File: config.mk
export PLATFORM = sky130hd
export DESIGN_NAME = universal_shift_register
export DESIGN_NICKNAME = d
export VERILOG_FILES = /design/src/rtl/usr_pkg.sv /design/src/rtl/shift_frame_counter.sv /design/src/rtl/universal_shift_register.sv
export SDC_FILE = /design/constraint.sdc
export NUM_CORES = 1
export LEC_CHECK = 0
export ABC_AREA = 1
export CORE_AREA = 2 2 39 41
export CTS_CLUSTER_SIZE = 8
export DETAILED_ROUTE_END_ITERATION = 16
export DIE_AREA = 0 0 41 43
export PLACE_DENSITY = 0.77
export SYNTH_ARGS = -nofsm -noshare
export SYNTH_HDL_FRONTEND = slang
export SYNTH_SLANG_ARGS = --single-unit
File: constraint.sdc
create_clock -name clk -period 1.1 [get_ports clk]
set_clock_uncertainty 0.05 [all_clocks]
set_input_delay 0.165 -clock clk [delete_from_list [all_inputs] [get_ports clk]]
set_output_delay 0.165 -clock clk [all_outputs]
set_load 0.1 [all_outputs]
File: src/rtl/usr_pkg.sv
// Shared definitions for the universal shift register: mode encodings and
// the frame-counter width derivation.
package usr_pkg;

  localparam logic [2:0] MODE_HOLD = 3'b000;
  localparam logic [2:0] MODE_SHR  = 3'b001;
  localparam logic [2:0] MODE_SHL  = 3'b010;
  localparam logic [2:0] MODE_LOAD = 3'b011;
  localparam logic [2:0] MODE_ROTR = 3'b100;
  localparam logic [2:0] MODE_ROTL = 3'b101;

  // A width-2 register still needs a 1-bit counter.
  function automatic int unsigned usr_cnt_width(input int unsigned data_width);
    return (data_width <= 2) ? 1 : $clog2(data_width);
  endfunction

endpackage

File: src/rtl/shift_frame_counter.sv
// Counts shift operations and pulses frame_done for one cycle after every
// DATA_WIDTH-th shift since the last load or clear.
module shift_frame_counter
  import usr_pkg::*;
#(
  parameter  int DATA_WIDTH = 4,
  localparam int CNT_WIDTH  = usr_cnt_width(DATA_WIDTH)
) (
  input  logic                 clk,
  input  logic                 rst,
  input  logic                 clr,
  input  logic                 load,
  input  logic                 shift_en,
  output logic [CNT_WIDTH-1:0] shift_cnt,
  output logic                 frame_done
);

  localparam logic [CNT_WIDTH-1:0] CNT_LAST = CNT_WIDTH'(DATA_WIDTH - 1);

  always_ff @(posedge clk or negedge rst) begin
    if (!rst) begin
      shift_cnt  <= '0;
      frame_done <= 1'b0;
    end else if (clr || load) begin
      shift_cnt  <= '0;
      frame_done <= 1'b0;
    end else if (shift_en) begin
      if (shift_cnt == CNT_LAST) begin
        shift_cnt  <= '0;
        frame_done <= 1'b1;
      end else begin
        shift_cnt  <= shift_cnt + 1'b1;
        frame_done <= 1'b0;
      end
    end else begin
      frame_done <= 1'b0;
    end
  end

endmodule

File: src/rtl/universal_shift_register.sv
// Width-generic shift/rotate/load register with a shift-frame counter;
// usable as serializer, deserializer or rotate-by-one stage.
module universal_shift_register
  import usr_pkg::*;
#(
  parameter  int DATA_WIDTH = 4,
  localparam int CNT_WIDTH  = usr_cnt_width(DATA_WIDTH)
) (
  input  logic                  clk,
  input  logic                  rst,
  input  logic                  clr,
  input  logic [2:0]            mode,
  input  logic                  sin_r,
  input  logic                  sin_l,
  input  logic [DATA_WIDTH-1:0] par_in,
  output logic [DATA_WIDTH-1:0] par_out,
  output logic                  sout_r,
  output logic                  sout_l,
  output logic                  frame_done,
  output logic [CNT_WIDTH-1:0]  shift_cnt
);

  logic [DATA_WIDTH-1:0] q;
  logic                  shift_en;
  logic                  load;

  always_comb begin
    shift_en = 1'b0;
    load     = 1'b0;
    case (mode)
      MODE_SHR, MODE_SHL, MODE_ROTR, MODE_ROTL: shift_en = 1'b1;
      MODE_LOAD:                                load     = 1'b1;
      default:                                  ;
    endcase
  end

  // Reserved encodings fall through to default and hold q.
  always_ff @(posedge clk or negedge rst) begin
    if (!rst) begin
      q <= '0;
    end else if (clr) begin
      q <= '0;
    end else begin
      case (mode)
        MODE_SHR:  q <= {sin_r, q[DATA_WIDTH-1:1]};
        MODE_SHL:  q <= {q[DATA_WIDTH-2:0], sin_l};
        MODE_LOAD: q <= par_in;
        MODE_ROTR: q <= {q[0], q[DATA_WIDTH-1:1]};
        MODE_ROTL: q <= {q[DATA_WIDTH-2:0], q[DATA_WIDTH-1]};
        default:   q <= q;
      endcase
    end
  end

  shift_frame_counter #(
    .DATA_WIDTH(DATA_WIDTH)
  ) u_frame_cnt (
    .clk       (clk),
    .rst       (rst),
    .clr       (clr),
    .load      (load),
    .shift_en  (shift_en),
    .shift_cnt (shift_cnt),
    .frame_done(frame_done)
  );

  assign par_out = q;
  assign sout_r  = q[0];
  assign sout_l  = q[DATA_WIDTH-1];

endmodule

==> impl_metrics.csv, run 1 <==
group,metric,value,unit
status,status,"finished with violations",
status,violations,"negative setup slack",
synthesis,synth_area,503,um2
synthesis,ys_types,13,
min_path,min_path_type,"in2async",
synthesis,ys_ff_latch,7,
clocking,cts_buffer_depth,2,
synthesis,synth_nets,90,
synthesis,synth.yosys.seq_area_share,0.348,
placed_design,dpl.cell_count,115,
clocking,clk_latency,260,ps
timing,max_freq,859,MHz
floorplan,die_h,43,um
critical_path,critPathKind,"reg2out",
synthesis,synthDominantCellAreaShare,0.348,
critical_path,crit_fanout,4,
synthesis,yosysWarnings,0,
routing,drt-initial-drc-count,20,
global_routing,grt_usage,0.193,
cells_and_area,seq_area,193,um2
timing,grt_setup_unrepaired,"yes",
timing,finalHoldViolations,0,
floorplan,core,0.00138,mm2
critical_path,path_cells,"buf_12",
timing,fin_crit_sh,1.06,
global_routing,grt_max_degree,8,
routing,drt_first_pass_iters,4,
critical_path,cp.required,880,ps
floorplan,io_pins,21,
critical_path,cp_data_arrival_time,950,ps
global_routing,antenna_found_initial,0,
floorplan,initial_core_util,0.363,
floorplan,core.rowCount,14,
cells_and_area,multi_input_area,309,um2
pwr,p_leak,0.469,nW
clocking,cts_sinks,7,
critical_path,max_stage_delay,510,ps
cells_and_area,final_cells,123,
routing,drc,0,
synthesis,async_flop_share,1.00,
cells_and_area,layout-drive-gt1-share,0.346,
global_routing,grt-ovfl-total,0,
cells_and_area,fin_nets,121,
placed_design,port_buffers,20,
floorplan,dieWidth,41,um
routing,wirelength,1300,um
clocking,path_clk_slew,50,ps
cells_and_area,n_fill_cell,124,
timing,fin_crit,1160,ps
critical_path,worstSetupEndpointType,"output pin",
critical_path,critical_path.top_delay_family,"flip-flops",
placed_design,place_area,868,um2
cells_and_area,finalInstanceArea,933,um2
timing,tightest_slew,330,ps
job,max-cap-violations,0,
clocking,cts_tree,"yes",
placed_design,place_ws,-476,ps
synthesis,synth_edf_count,0,
placed_design,gp_congestion,0.880,
timing,setup_ws,-64.0,ps
placed_design,hpwlAfterDp,1020,um
synthesis,syn_inst,77,
timing,finalSetupViolCount,7,
floorplan,die_area,0.00176,mm2
cells_and_area,antenna_cells,0,
critical_path,crit_buf_inv,1,
pwr,p_per_area,995,mW/mm2
pwr,total_power,0.929,mW
critical_path,slowest_stage,"dfrtp_4",
pwr,irDropWorstVdd,0.720,mV
clocking,ctsHoldBuffers,0,
cells_and_area,area_growth,85.6,%
synthesis,synth-main-ff-cell,"dfrtp_1",
global_routing,grt_pass1_vias,552,
global_routing,grt_pass1_wl,2210,um
clocking,ctsRootBufferMaster,"clkbuf_4",
synthesis,syn_avg_cell_area,6.53,um2
clocking,cts_buffers,3,
critical_path,start_kind,"flip-flop",
routing,via_count,588,
routing,ant_nets,0,
routing,wl_per_cell,10.6,um
synthesis,synthTopCellsByArea,"dfrtp_1 35%, nand2_1 26%, nand3_1 9.0%",
synthesis,synth_area_leader_cell,"dfrtp_1",
synthesis,synthTopCellsByCount,"35 x nand2_1, 9 x nand3_1, 7 x dfrtp_1, 7 x inv_1, 6 x nor2_1",
timing,slew_headroom,0.779,
timing,slew_viol_final,0,
critical_path,r2r_slack,-10,ps
routing,avgViaCountPerCell,4.78,
clocking,htree_levels,1,
synthesis,yosysMostFrequentCell,"nand2_1",
stage by stage:
stage / util / TNS, ps / hold WS [ps]
after global placement: 0.627 / -2710 / 405
final: 0.675 / -365 / 122
after detailed placement: 0.627 / -3040 / 399
after CTS: 0.674 / -438 / 129
after floorplan: - / -124 / -181
after global routing: 0.675 / -575 / 142
report_power, final:
part / switching [mW] / internal (mW) / total (mW)
registers: 0.0265 / 0.280 / 0.306
clock network: 0.0966 / 0.139 / 0.235
logic: 0.231 / 0.157 / 0.388
placed cells by master, fill, tap and decap left out:
| master | n |
|---|---|
| nand2_1 | 35 |
| buf_12 | 9 |
| clkdlybuf4s50_1 | 8 |
| inv_1 | 7 |
| nand3_1 | 7 |
| nor2_1 | 6 |
| buf_4 | 6 |
| nand3_2 | 4 |
| dfrtp_4 | 4 |
| clkbuf_4 | 3 |
| inv_2 | 2 |
| nand4_1 | 2 |
| dfrtp_2 | 2 |
| buf_6 | 2 |
| nand2_2 | 1 |
| nand3_4 | 1 |
| nor2_4 | 1 |
| o21a_1 | 1 |
| ha_4 | 1 |
| clkbuf_1 | 1 |
| clkdlybuf4s15_1 | 1 |
| clkbuf_2 | 1 |
| dlygate4sd2_1 | 1 |
| dfrtp_1 | 1 |
kinds of logic (layout without fill, tap and decap cells):
logic type | after synthesis | count (layout) | synth area share
AND/OR/NAND/NOR | 57 | 57 | 0.515
adder cells (fa/ha/maj) | 1 | 1 | 0.0249
buffers and inverters | 11 | 41 | 0.0970
flip-flops | 7 | 7 | 0.348
AO/OA/AOI/OAI | 1 | 1 | 0.0149
state kept, by name, summed over array words and instances (netlist names):
| signal | flops |
|---|---|
| par_out | 4 |
| u_frame_cnt.frame_done | 1 |
| u_frame_cnt.shift_cnt | 2 |
layout make-up:
cell class,instances,share of cell area
Inverter,9,0.0362
Clock buffer,4,0.0282
Multi-Input combinational cell,59,0.331
Sequential cell,7,0.206
Tap cell,16,0.0214
Timing Repair Buffer,28,0.377
layer usage:
layer | track usage | vias to the layer above | part of all wire
met5 | 0 | - | 0
met4 | 0.167 | 0 | 0.035
met3 | 0.0314 | 5 | 0.075
met2 | 0.263 | 28 | 0.47
met1 | 0.249 | 255 | 0.42
li1 | - | 300 | -
what timing repair did:
action                     4_1_cts  5_1_grt
buffers inserted                 4        0
setup endpoints to repair       14       11
pin swaps                        1        4
resized for setup                5        4
worst paths after layout:
kind | startpoint | end | cells after the start
setup / recovery | par_out[0]$_DFFE_PN0P_ | par_out[0] | 1
hold / removal | rst | u_frame_cnt.shift_cnt[0]$_DFFE_PN0P_ | 1
setup reg to reg | par_out[0]$_DFFE_PN0P_ | par_out[3]$_DFFE_PN0P_ | 7
hold reg to reg | par_out[1]$_DFFE_PN0P_ | par_out[1]$_DFFE_PN0P_ | 2
max in group asynchronous | rst | par_out[0]$_DFFE_PN0P_ | 1
min in group clk | mode[1] | par_out[0]$_DFFE_PN0P_ | 6
Note: power is estimated with default switching activity, not from simulation.
==> run 2, diff against run 1 <==
--- a/config.mk
+++ b/config.mk
@@ -10,7 +10,8 @@
 export CTS_CLUSTER_SIZE = 8
 export DETAILED_ROUTE_END_ITERATION = 16
 export DIE_AREA = 0 0 41 43
-export PLACE_DENSITY = 0.77
+export PLACE_DENSITY = 0.72
 export SYNTH_ARGS = -nofsm -noshare
 export SYNTH_HDL_FRONTEND = slang
 export SYNTH_SLANG_ARGS = --single-unit
+export TNS_END_PERCENT = 1
==> run 2 against run 1 <==
Effect of this change: the flow still finishes with violations (negative setup slack); wire length decreased by 7.6%; first-iteration DRC count down 25%; cell area fell by 7.1%.
==> impl_metrics.csv, run 2 (synthesized netlist as in run 1, its figures left out) <==
group,metric,value,unit
timing,fin_crit_sh,1.03,
clocking,path_clk_slew,50,ps
critical_path,cp.required,880,ps
clocking,cts_tree,"yes",
timing,fin_crit,1140,ps
placed_design,port_buffers,20,
critical_path,cp_data_arrival_time,920,ps
floorplan,initial_core_util,0.363,
clocking,htree_levels,1,
routing,ant_nets,0,
status,violations,"negative setup slack",
clocking,cts_sinks,7,
critical_path,start_kind,"flip-flop",
critical_path,max_stage_delay,400,ps
clocking,clk_latency,240,ps
critical_path,slowest_stage,"dfrtp_2",
routing,drt-initial-drc-count,15,
global_routing,grt-ovfl-total,0,
timing,slew_headroom,0.806,
cells_and_area,fin_nets,118,
timing,setup_ws,-36.3,ps
critical_path,worstSetupEndpointType,"output pin",
timing,grt_setup_unrepaired,"yes",
pwr,irDropWorstVdd,0.733,mV
pwr,p_per_area,1030,mW/mm2
timing,slew_viol_final,0,
placed_design,hpwlAfterDp,1010,um
routing,wirelength,1200,um
cells_and_area,layout-drive-gt1-share,0.298,
cells_and_area,final_cells,120,
cells_and_area,area_growth,72.4,%
timing,finalHoldViolations,0,
critical_path,critical_path.top_delay_family,"flip-flops",
floorplan,io_pins,21,
status,status,"finished with violations",
global_routing,antenna_found_initial,0,
critical_path,path_cells,"buf_6, buf_12",
floorplan,core,0.00138,mm2
timing,max_freq,880,MHz
pwr,p_leak,0.454,nW
routing,drt_first_pass_iters,4,
cells_and_area,largest_reg_flops,4,
global_routing,grt_pass1_vias,515,
cells_and_area,final_common_cell,"nand2_1",
placed_design,dpl.cell_count,115,
clocking,cts_buffers,3,
global_routing,grt_max_degree,8,
cells_and_area,final_cell_mix,"35 x nand2_1, 9 x nand3_1, 9 x buf_12, 8 x clkdlybuf4s50_1, 7 x inv_1",
global_routing,grt_usage,0.158,
timing,finalSetupViolCount,5,
floorplan,dieWidth,41,um
timing,tightest_slew,290,ps
critical_path,critPathKind,"reg2out",
critical_path,crit_buf_inv,2,
job,max-cap-violations,0,
routing,drc,0,
global_routing,grt_pass1_wl,1930,um
critical_path,crit_fanout,2,
pwr,total_power,0.891,mW
cells_and_area,antenna_cells,0,
placed_design,gp_congestion,0.696,
clocking,cts_buffer_depth,2,
floorplan,die_area,0.00176,mm2
routing,avgViaCountPerCell,4.65,
routing,via_count,558,
min_path,min_path_type,"in2async",
floorplan,die_h,43,um
routing,wl_per_cell,10.0,um
clocking,ctsHoldBuffers,0,
floorplan,core.rowCount,14,
clocking,ctsRootBufferMaster,"clkbuf_4",
==> run 2: layer usage <==
metal  global-route usage  vias to the layer above  wire length (um)
li1                     -                      293                 -
met3                    0                        0                59
met2                0.272                       16               633
met1                0.188                      249               510
met4               0.0800                        0                 0
met5                    0                        -                 0
==> run 2: worst paths after layout <==
path,startpoint,endpoint,slack (ps),depth (start not counted)
min reg2reg,u_frame_cnt.shift_cnt[1]$_DFFE_PN0P_,u_frame_cnt.shift_cnt[1]$_DFFE_PN0P_,490,2
min in group clk,mode[1],par_out[3]$_DFFE_PN0P_,410,6
max reg2reg,u_frame_cnt.shift_cnt[0]$_DFFE_PN0P_,u_frame_cnt.shift_cnt[0]$_DFFE_PN0P_,60,5
max in group asynchronous,rst,par_out[3]$_DFFE_PN0P_,640,1
min,rst,par_out[1]$_DFFE_PN0P_,120,1
max,u_frame_cnt.shift_cnt[0]$_DFFE_PN0P_,shift_cnt[0],-40,2
==> run 2: timing repair <==
action / in CTS / in global routing
pin swaps: 1 / 0
setup buffers: 0 / 1
cloned: 0 / 0
setup endpoints to repair: 12 / 11
resized for setup: 4 / 3
==> run 2: layout make-up <==
type,instances,area [um2]
clock buffer,4,26.3
fill,129,517
inverter,9,33.8
multi-input combinational,59,279
sequential,7,183
tap,16,20.0
timing repair buffer,25,325
==> run 2: report_power, final <==
group / total, mW / switching [mW] / internal, mW
Sequential: 0.297 / 0.0222 / 0.275
Combinational: 0.376 / 0.226 / 0.150
Clock: 0.218 / 0.0808 / 0.138
==> run 2: per-stage QoR <==
stage / instance area (um2) / setup TNS, ps / util / hold WS (ps) / setup WS [ps]
final: 867 / -92.3 / 0.627 / 121 / -36.3
after global routing: 867 / -232 / 0.627 / 145 / -68.6
after CTS: 862 / -162 / 0.623 / 120 / -54.3
after detailed placement: 836 / -2970 / 0.604 / 386 / -454
after global placement: 836 / -2850 / 0.604 / 387 / -450
after floorplan: 510 / -870 / - / -181 / -181
==> run 3, diff against run 2 <==
--- a/config.mk
+++ b/config.mk
@@ -7,7 +7,7 @@
 export LEC_CHECK = 0
 export ABC_AREA = 1
 export CORE_AREA = 2 2 39 41
-export CTS_CLUSTER_SIZE = 8
+export CTS_CLUSTER_SIZE = 25
 export DETAILED_ROUTE_END_ITERATION = 16
 export DIE_AREA = 0 0 41 43
 export PLACE_DENSITY = 0.72
==> results of run 3 <==
Same layout as run 2: the final DEF is identical, and so are final timing and power.
